==> config.mk <==
export PLATFORM = sky130hd
export DESIGN_NAME = cascade_compare_ctrl
export DESIGN_NICKNAME = d
export VERILOG_FILES = /design/src/rtl/cmp_pkg.sv /design/src/rtl/comparator3.sv /design/src/rtl/cascade_compare_ctrl.sv
export SDC_FILE = /design/constraint.sdc
export NUM_CORES = 1
export LEC_CHECK = 0
export CAP_MARGIN = 15
export CORE_UTILIZATION = 47
export DETAILED_ROUTE_END_ITERATION = 10
export HOLD_SLACK_MARGIN = 0.15
export PLACE_DENSITY_LB_ADDON = 0.1
export SETUP_SLACK_MARGIN = 0.1
export SYNTH_ARGS = -nofsm -noshare
export SYNTH_HDL_FRONTEND = slang
export SYNTH_SLANG_ARGS = --single-unit
==> constraint.sdc <==
create_clock -name clk -period 2.4 [get_ports clk]
set_input_delay 0.48 -clock clk [delete_from_list [all_inputs] [get_ports clk]]
set_output_delay 0.48 -clock clk [all_outputs]
set_load 0.02 [all_outputs]
==> src/rtl/cmp_pkg.sv <==
// Shared widths and FSM encoding for the serial slice comparator.
package cmp_pkg;

   localparam int unsigned CHUNK_W  = 3;
   localparam int unsigned N_CHUNKS = 4;
   localparam int unsigned OP_W     = CHUNK_W * N_CHUNKS;
   localparam int unsigned IDX_W    = 2;
   localparam int unsigned CNT_W    = 3;

   typedef enum logic [1:0] {
      IDLE = 2'd0,
      RUN  = 2'd1,
      DONE = 2'd2
   } state_t;

endpackage

==> src/rtl/comparator3.sv <==
// 3-bit cascadable magnitude comparator: an equal slice passes l/e/g through,
// an unequal slice reports its own ordering.
module comparator3 (
   input  logic [2:0] a,
   input  logic [2:0] b,
   input  logic       l_in,
   input  logic       e_in,
   input  logic       g_in,
   output logic       l_out,
   output logic       e_out,
   output logic       g_out
);

   logic [2:0] bit_eq;
   logic       slice_gt;
   logic       slice_lt;
   logic       slice_eq;

   assign bit_eq   = ~(a ^ b);
   assign slice_gt = (a[2] & ~b[2])
                   | (bit_eq[2] & a[1] & ~b[1])
                   | (bit_eq[2] & bit_eq[1] & a[0] & ~b[0]);
   assign slice_lt = (~a[2] & b[2])
                   | (bit_eq[2] & ~a[1] & b[1])
                   | (bit_eq[2] & bit_eq[1] & ~a[0] & b[0]);
   assign slice_eq = &bit_eq;

   assign l_out = slice_lt | (slice_eq & l_in);
   assign g_out = slice_gt | (slice_eq & g_in);
   assign e_out = slice_eq & e_in;

endmodule

==> src/rtl/cascade_compare_ctrl.sv <==
// Serial MSB-first comparison of two 12-bit operands, one 3-bit slice per
// cycle, with early exit on the first unequal slice.
module cascade_compare_ctrl
   import cmp_pkg::*;
(
   input  logic        clk,
   input  logic        rst_n,
   input  logic        start,
   input  logic        abort,
   input  logic [11:0] a,
   input  logic [11:0] b,
   output logic        busy,
   output logic        done,
   output logic        lt,
   output logic        eq,
   output logic        gt,
   output logic [2:0]  chunks
);

   state_t             state_q, state_d;
   logic [OP_W-1:0]    a_q, a_d, b_q, b_d;
   logic [IDX_W-1:0]   idx_q, idx_d;
   logic [CNT_W-1:0]   cnt_q, cnt_d;
   logic               fl_q, fl_d, fe_q, fe_d, fg_q, fg_d;
   logic               busy_q, busy_d, done_q, done_d;
   logic               lt_q, lt_d, eq_q, eq_d, gt_q, gt_d;
   logic [CNT_W-1:0]   chunks_q, chunks_d;

   logic [CHUNK_W-1:0] sl_a, sl_b;
   logic               c_l, c_e, c_g;

   always_comb begin
      sl_a = '0;
      sl_b = '0;
      case (idx_q)
         2'd3: begin sl_a = a_q[3*CHUNK_W +: CHUNK_W]; sl_b = b_q[3*CHUNK_W +: CHUNK_W]; end
         2'd2: begin sl_a = a_q[2*CHUNK_W +: CHUNK_W]; sl_b = b_q[2*CHUNK_W +: CHUNK_W]; end
         2'd1: begin sl_a = a_q[1*CHUNK_W +: CHUNK_W]; sl_b = b_q[1*CHUNK_W +: CHUNK_W]; end
         default: begin sl_a = a_q[0 +: CHUNK_W]; sl_b = b_q[0 +: CHUNK_W]; end
      endcase
   end

   comparator3 u_cmp (
      .a     (sl_a),
      .b     (sl_b),
      .l_in  (fl_q),
      .e_in  (fe_q),
      .g_in  (fg_q),
      .l_out (c_l),
      .e_out (c_e),
      .g_out (c_g)
   );

   always_comb begin
      state_d  = state_q;
      a_d      = a_q;
      b_d      = b_q;
      idx_d    = idx_q;
      cnt_d    = cnt_q;
      fl_d     = fl_q;
      fe_d     = fe_q;
      fg_d     = fg_q;
      busy_d   = busy_q;
      done_d   = 1'b0;
      lt_d     = lt_q;
      eq_d     = eq_q;
      gt_d     = gt_q;
      chunks_d = chunks_q;
      case (state_q)
         IDLE: begin
            if (start) begin
               a_d      = a;
               b_d      = b;
               idx_d    = 2'd3;
               cnt_d    = '0;
               fl_d     = 1'b0;
               fe_d     = 1'b1;
               fg_d     = 1'b0;
               lt_d     = 1'b0;
               eq_d     = 1'b0;
               gt_d     = 1'b0;
               chunks_d = '0;
               busy_d   = 1'b1;
               state_d  = RUN;
            end
         end
         RUN: begin
            if (abort) begin
               busy_d  = 1'b0;
               state_d = IDLE;
            end else begin
               fl_d  = c_l;
               fe_d  = c_e;
               fg_d  = c_g;
               cnt_d = cnt_q + 3'd1;
               if (!c_e || idx_q == '0) begin
                  // Results load alongside the flags so they are valid in the done cycle.
                  lt_d     = c_l;
                  eq_d     = c_e;
                  gt_d     = c_g;
                  chunks_d = cnt_q + 3'd1;
                  done_d   = 1'b1;
                  state_d  = DONE;
               end else begin
                  idx_d = idx_q - 2'd1;
               end
            end
         end
         DONE: begin
            busy_d  = 1'b0;
            state_d = IDLE;
         end
         default: begin
            busy_d  = 1'b0;
            state_d = IDLE;
         end
      endcase
   end

   always_ff @(posedge clk or negedge rst_n) begin
      if (!rst_n) begin
         state_q  <= IDLE;
         a_q      <= '0;
         b_q      <= '0;
         idx_q    <= '0;
         cnt_q    <= '0;
         fl_q     <= 1'b0;
         fe_q     <= 1'b0;
         fg_q     <= 1'b0;
         busy_q   <= 1'b0;
         done_q   <= 1'b0;
         lt_q     <= 1'b0;
         eq_q     <= 1'b0;
         gt_q     <= 1'b0;
         chunks_q <= '0;
      end else begin
         state_q  <= state_d;
         a_q      <= a_d;
         b_q      <= b_d;
         idx_q    <= idx_d;
         cnt_q    <= cnt_d;
         fl_q     <= fl_d;
         fe_q     <= fe_d;
         fg_q     <= fg_d;
         busy_q   <= busy_d;
         done_q   <= done_d;
         lt_q     <= lt_d;
         eq_q     <= eq_d;
         gt_q     <= gt_d;
         chunks_q <= chunks_d;
      end
   end

   assign busy   = busy_q;
   assign done   = done_q;
   assign lt     = lt_q;
   assign eq     = eq_q;
   assign gt     = gt_q;
   assign chunks = chunks_q;

endmodule

Yosys cells after proc, flatten, opt, wreduce, memory -nomap -nowiden
Index checks and enable logic that the tools add are counted.
{ "totals": {"reg_bits": 42, "in_bits": 28, "out_inout_bits": 8, "word_cells": 104} }
{ "classes": {"add_sub_neg": 2, "eq_ne": 10, "mux": 38, "n_bitwise": 28, "n_reduce_logical": 12} }
{ "ops": {"columns": ["operator", "count"], "rows": [
  ["one-hot mux 3 bit (3 select lines)", 2],
  ["two-way mux 1 bit", 15],
  ["bitwise AND 1 bit", 14],
  ["one-hot mux 1 bit (2 select lines)", 7],
  ["two-way mux 2 bit", 6],
  ["two-way mux 3 bit", 4],
  ["one-hot mux 3 bit (2 select lines)", 2],
  ["inequality test 2 bit (second input constant)", 5],
  ["one-hot mux 2 bit (2 select lines)", 2],
  ["AND reduction 4 bit", 2],
  ["inverter 1 bit", 6],
  ["bitwise OR 1 bit", 6],
  ["AND reduction 2 bit", 3],
  ["AND reduction 3 bit", 2],
  ["equality test 2 x 1 -> 1 bit (second input constant)", 2],
  ["equality test 2 bit (second input constant)", 2],
  ["logical NOT 2 bit", 2],
  ["adder 3 x 1 -> 3 bit (second input constant)", 1],
  ["inequality test 3 bit (second input constant)", 1],
  ["inverter 3 bit", 1],
  ["bitwise XOR 3 bit", 1],
  ["nonzero test 2 bit", 1],
  ["subtractor 2 x 1 -> 2 bit (second input constant)", 1],
  ["logical NOT 1 bit", 1],
  ["logical OR 1 bit", 1]
]} }

Longest topological paths before layout
Gate-level depths: netlist of run 1.
{ "depth": {"word_depth": 12, "mapped_depth": 13, "depth_no_buf": 12} }

By module
Synthesis of run 1 repeated with hierarchy kept, for this count alone.
{ "unflattened": {"hier_cells": 174, "hier_area_um2": 2163.3} }
{ "modules_own_cells": {"columns": ["mod", "n_inst", "cells_per_inst", "area_per_inst_um2", "seq_area_each_um2"], "rows": [
  ["cascade_compare_ctrl", 1, 156, 2039.5, 1051.0],
  ["comparator3", 1, 18, 123.9, 0.0]
]} }

Worst setup path before layout of run 1
OpenSTA, ideal clock, no wires.
{ "synth_timing": {"path_type": "register -> register", "start": "reg idx_q[0]", "end": "reg chunks_q[2], in the netlist chunks[2]", "setup_ps": 121, "arrival_time_ps": 2446, "required_time_ps": 2279, "path_slack_ps": -167, "stages_incl_launch_ff": 13, "path_buffers": 1, "period_less_slack_ps": 2567, "path_cell_list": "dfrtp_1 -> inv_1 -> ha_1 -> a22oi_1 -> nand2_1 -> mux2_2 -> ha_1 -> buf_1 -> nand3b_1 -> nor3_4 -> nand2b_4 -> inv_2 -> a22o_1"} }
{ "synth_between": {"elab_chain_cells": 10, "word_cells_on_any_way": 14, "classes_between": "4 x eq/ne; 2 x mux; 3 x bitwise; 5 x reduce/logical"} }
{ "synth_lines": {"columns": ["element", "line", "source"], "rows": [
  ["from (decl)", "cascade_compare_ctrl.sv:22", "logic [IDX_W-1:0] idx_q, idx_d;"],
  ["from (signal assigned)", "cascade_compare_ctrl.sv:140", "idx_q <= idx_d;"],
  ["equality test 2 x 1 -> 1 bit or equality test 2 bit (tied branches)", "cascade_compare_ctrl.sv:35", "case (idx_q)"],
  ["one-hot mux 3 bit (3 select lines)", "cascade_compare_ctrl.sv:35", null],
  ["bitwise XOR 3 bit", "comparator3.sv:19", "assign bit_eq = ~(a ^ b);"],
  ["inverter 3 bit", "comparator3.sv:19", null],
  ["AND reduction 3 bit", "comparator3.sv:26", "assign slice_eq = &bit_eq;"],
  ["bitwise AND 1 bit", "comparator3.sv:30", "assign e_out = slice_eq & e_in;"],
  ["logical NOT 1 bit", "cascade_compare_ctrl.sv:96", "if (!c_e || idx_q == '0) begin"],
  ["logical OR 1 bit (*)", "cascade_compare_ctrl.sv:96", null],
  ["inequality test 2 bit (no source line) (*)", null, null],
  ["AND reduction 4 bit (no source line) (*)", null, null],
  ["to (signal assigned)", "cascade_compare_ctrl.sv:150", "chunks_q <= chunks_d;"],
  ["to (decl)", "cascade_compare_ctrl.sv:27", "logic [CNT_W-1:0] chunks_q, chunks_d;"]
]} }
Every way passes the cells marked *; elsewhere a longest branch is shown, timed or not.
A chain may end at the register's enable or synchronous reset.

Worst setup path after layout of run 1
{ "layout_timing": {"start": "reg idx_q[1]", "end": "reg chunks_q[2], in the netlist chunks[2]"} }
The elaborated chain is that of the path after synthesis.

==> results.cfg, run 1 <==
[critical_path]
critPathTopFamily = compound AO/OA/AOI/OAI gates
path_cells = inv_1 -> ha_4 -> buf_4 -> a21oi_1 -> a22o_2 -> xnor2_4 -> nor3_4 -> nand2b_4 -> inv_2 -> a22o_1
worstPathMaxFanout = 9
max_stage_delay_ps = 470
cp_slowest_cell = dfrtp_2
cp-end-kind = flip-flop
crit_required_ps = 2580
cp_num_buf_inv = 3
critPathArrivalTime_ps = 2560
startpoint_type = flip-flop
critPathKind = flip-flop to flip-flop

[placement]
preCtsSetupSlack_ps = -39.0
port_buffers = 35
hpwlAfterDp_mm = 3.06
gp_congestion = 0.845

[sta]
hold_viol_final = 0
fin_crit_ps = 2380
setup_viol = 0
period_share_pct = 99.2
tns_ps = 0
worstMarginPinSlew_ps = 319
holdWs_ps = 150
fmax_mhz = 420
slew_headroom_pct = 78.7
fin_skew_ps = 7.40
maxSlewViolCount = 0
setup_ws_ps = 20.3
rsz0062_at_grt = true

[layout]
seq_area_um2 = 1050
nets = 308
area_delta_synth_final_pct = 35.4
layout-drive-gt1-share_pct = 19.4
multiInputGateArea_um2 = 1060
fill_cells = 335
diodes = 0

[power]
power.density_nw_per_um2 = 1230
ir_drop_mv = 0.654
fin_total_pwr_uw = 3420
leakage_uw = 0.00134

[routing]
wirelength_mm = 4.44
drtPass1Iterations = 4
drc = 0
routedWlPerCell_um = 13.8
drtAntennaViolNets = 0
viasPerCell = 5.08
vias = 1641
drt_iter0_markers = 80

[floorplanning]
io_pins = 36
core_um2 = 4090
initial_core_util_pct = 50.2
dieArea_um2 = 4630
row_count = 23
die_width_um = 68.1
die_y_um = 68.1

[synth]
yosys.cell_count.top_type = nand2_1
yosysWarnings = 0
synth_top_area_cell = dfrtp_1
synth_edf_count = 0
synth_flop_cell = dfrtp_1
postSynth.asyncResetShare_pct = 100
synth_top_area_share_pct = 51.2
synth.distinct_cells = 35
ys_seq_area_share_pct = 51.2
avgSynthCellArea_um2 = 9.28
synthTopCellsByCount = 85 x nand2_1, 42 x dfrtp_1, 9 x a21oi_1, 9 x inv_1
syn_nets = 256
netlist_area_um2 = 2050
ys_ff_latch = 42
synth_cells = 221
synth_area_leaders = dfrtp_1 51%, nand2_1 16%, ha_1 4.3%, o2bb2ai_1 2.6%, a21oi_1 2.2%

[clock_network]
clock_tree.root_cell = clkbuf_8
cts_buffers = 5
path_clk_slew_ps = 80
numClockSinks = 42
h-tree-depth = 2
clock_latency_ps = 300
cts_tree = yes
clockBufferDepth = 2

[global_routing]
grt_max_degree = 43
grt_pass1_wl_mm = 7.24
track_usage_pct = 21.7
gr-total-overflow = 0
antenna_found_initial = 0
first_global_vias = 1569

[min_path]
hold_class = input pin to async pin

[status]
outcome = finished, final reports clean

[job]
drv_cap = 0
## worst reg2reg max path: cells and delay by family (launching register included)
family / cells / cell delay [ps]
adder cells (fa/ha/maj): 1 / 200
XOR/XNOR: 1 / 190
buffers and inverters: 3 / 430
flip-flops: 1 / 470
AND/OR/NAND/NOR: 2 / 480
AO/OA/AOI/OAI: 3 / 510
## area by class of cell
class	count	area share [%]
inverters	10	1.35
well taps	50	2.25
multi-input cells	162	38.1
clock buffers	5	2.48
flip-flops and latches	42	37.9
clock inverters	2	0.360
repair buffers	52	17.6
## per-stage QoR
step           cell area, um2  util [%]  instances
2_1_floorplan            2100         -        221
3_3_place_gp             2560      62.6        309
3_5_place_dp             2560      62.6        309
4_1_cts                  2720      66.6        324
5_1_grt                  2780      68.0        323
6_report                 2780      68.0        323
## final timing paths
path                                        startpoint                    end  slack (ps)  depth (start not counted)
worst max-delay path              idx_q[1]$_DFFE_PN0P_  chunks[2]$_DFFE_PN0P_          20                         10
worst min-delay path                             rst_n   cnt_q[2]$_DFFE_PN0P_         150                          2
worst max register to register    idx_q[1]$_DFFE_PN0P_  chunks[2]$_DFFE_PN0P_          20                         10
worst min register to register  state_q[1]$_DFFE_PN0P_       busy$_DFFE_PN0P_         480                          1
max in group asynchronous                        rst_n   idx_q[1]$_DFFE_PN0P_        2040                          2
min in group clk                state_q[1]$_DFFE_PN0P_       busy$_DFFE_PN0P_         480                          1
## cell usage in the layout (no fill, tap or decap), types with 3 or more instances in the layout
cell	netlist	final
nand2_1	85	85
dfrtp_1	42	41
clkdlybuf4s50_1	0	34
buf_4	0	15
a21oi_1	9	9
inv_1	9	7
nor2_1	7	7
o21ai_0	6	6
ha_4	0	5
clkbuf_8	0	5
a22oi_1	6	4
o2bb2ai_1	6	4
inv_2	1	3
nand2b_1	3	3
## repair_timing
| action | CTS | global route |
|---|---|---|
| hold buffers | 0 | 0 |
| setup buffers | 8 | 0 |
| pin swaps | 7 | 6 |
| gates resized for setup | 7 | 9 |
| endpoints found under the setup margin | 11 | 12 |
## power breakdown
group	switching, uW	leakage, uW	internal [uW]
registers	193	0.000523	990
logic	960	0.000777	846
clock network	237	0.0000438	195
## registers in the layout (all words and copies together) (netlist names)
name / flops
a_q: 12
b_q: 12
chunks: 3
cnt_q: 3
idx_q: 2
state_q: 2
busy: 1
done: 1
eq: 1
fe_q: 1
fg_q: 1
fl_q: 1
gt: 1
lt: 1
## kinds of logic after synthesis
logic type,count (synthesis),synth area share [%]
xor+xnor,3,2.01
mux,2,1.10
fa+ha+maj,7,4.27
compound gates,42,15.2
simple gates,108,22.7
flops,42,51.2
buf+inv,17,3.48
## layer usage
layer	GRT usage, %	part of all wire (%)	up-vias
met5	0	0	-
met1	27.8	46	760
met2	35.7	49	42
li1	-	-	830
met3	4.00	2.9	9
met4	9.38	2.0	0
(Power assumes the default switching activity.)
==> run 2, diff against run 1 <==
--- a/config.mk
+++ b/config.mk
@@ -8,7 +8,6 @@
 export CAP_MARGIN = 15
 export CORE_UTILIZATION = 47
 export DETAILED_ROUTE_END_ITERATION = 10
-export HOLD_SLACK_MARGIN = 0.15
 export PLACE_DENSITY_LB_ADDON = 0.1
 export SETUP_SLACK_MARGIN = 0.1
 export SYNTH_ARGS = -nofsm -noshare
==> results of run 2 <==
Same layout as run 1: the final DEF is identical, and so are final timing and power.
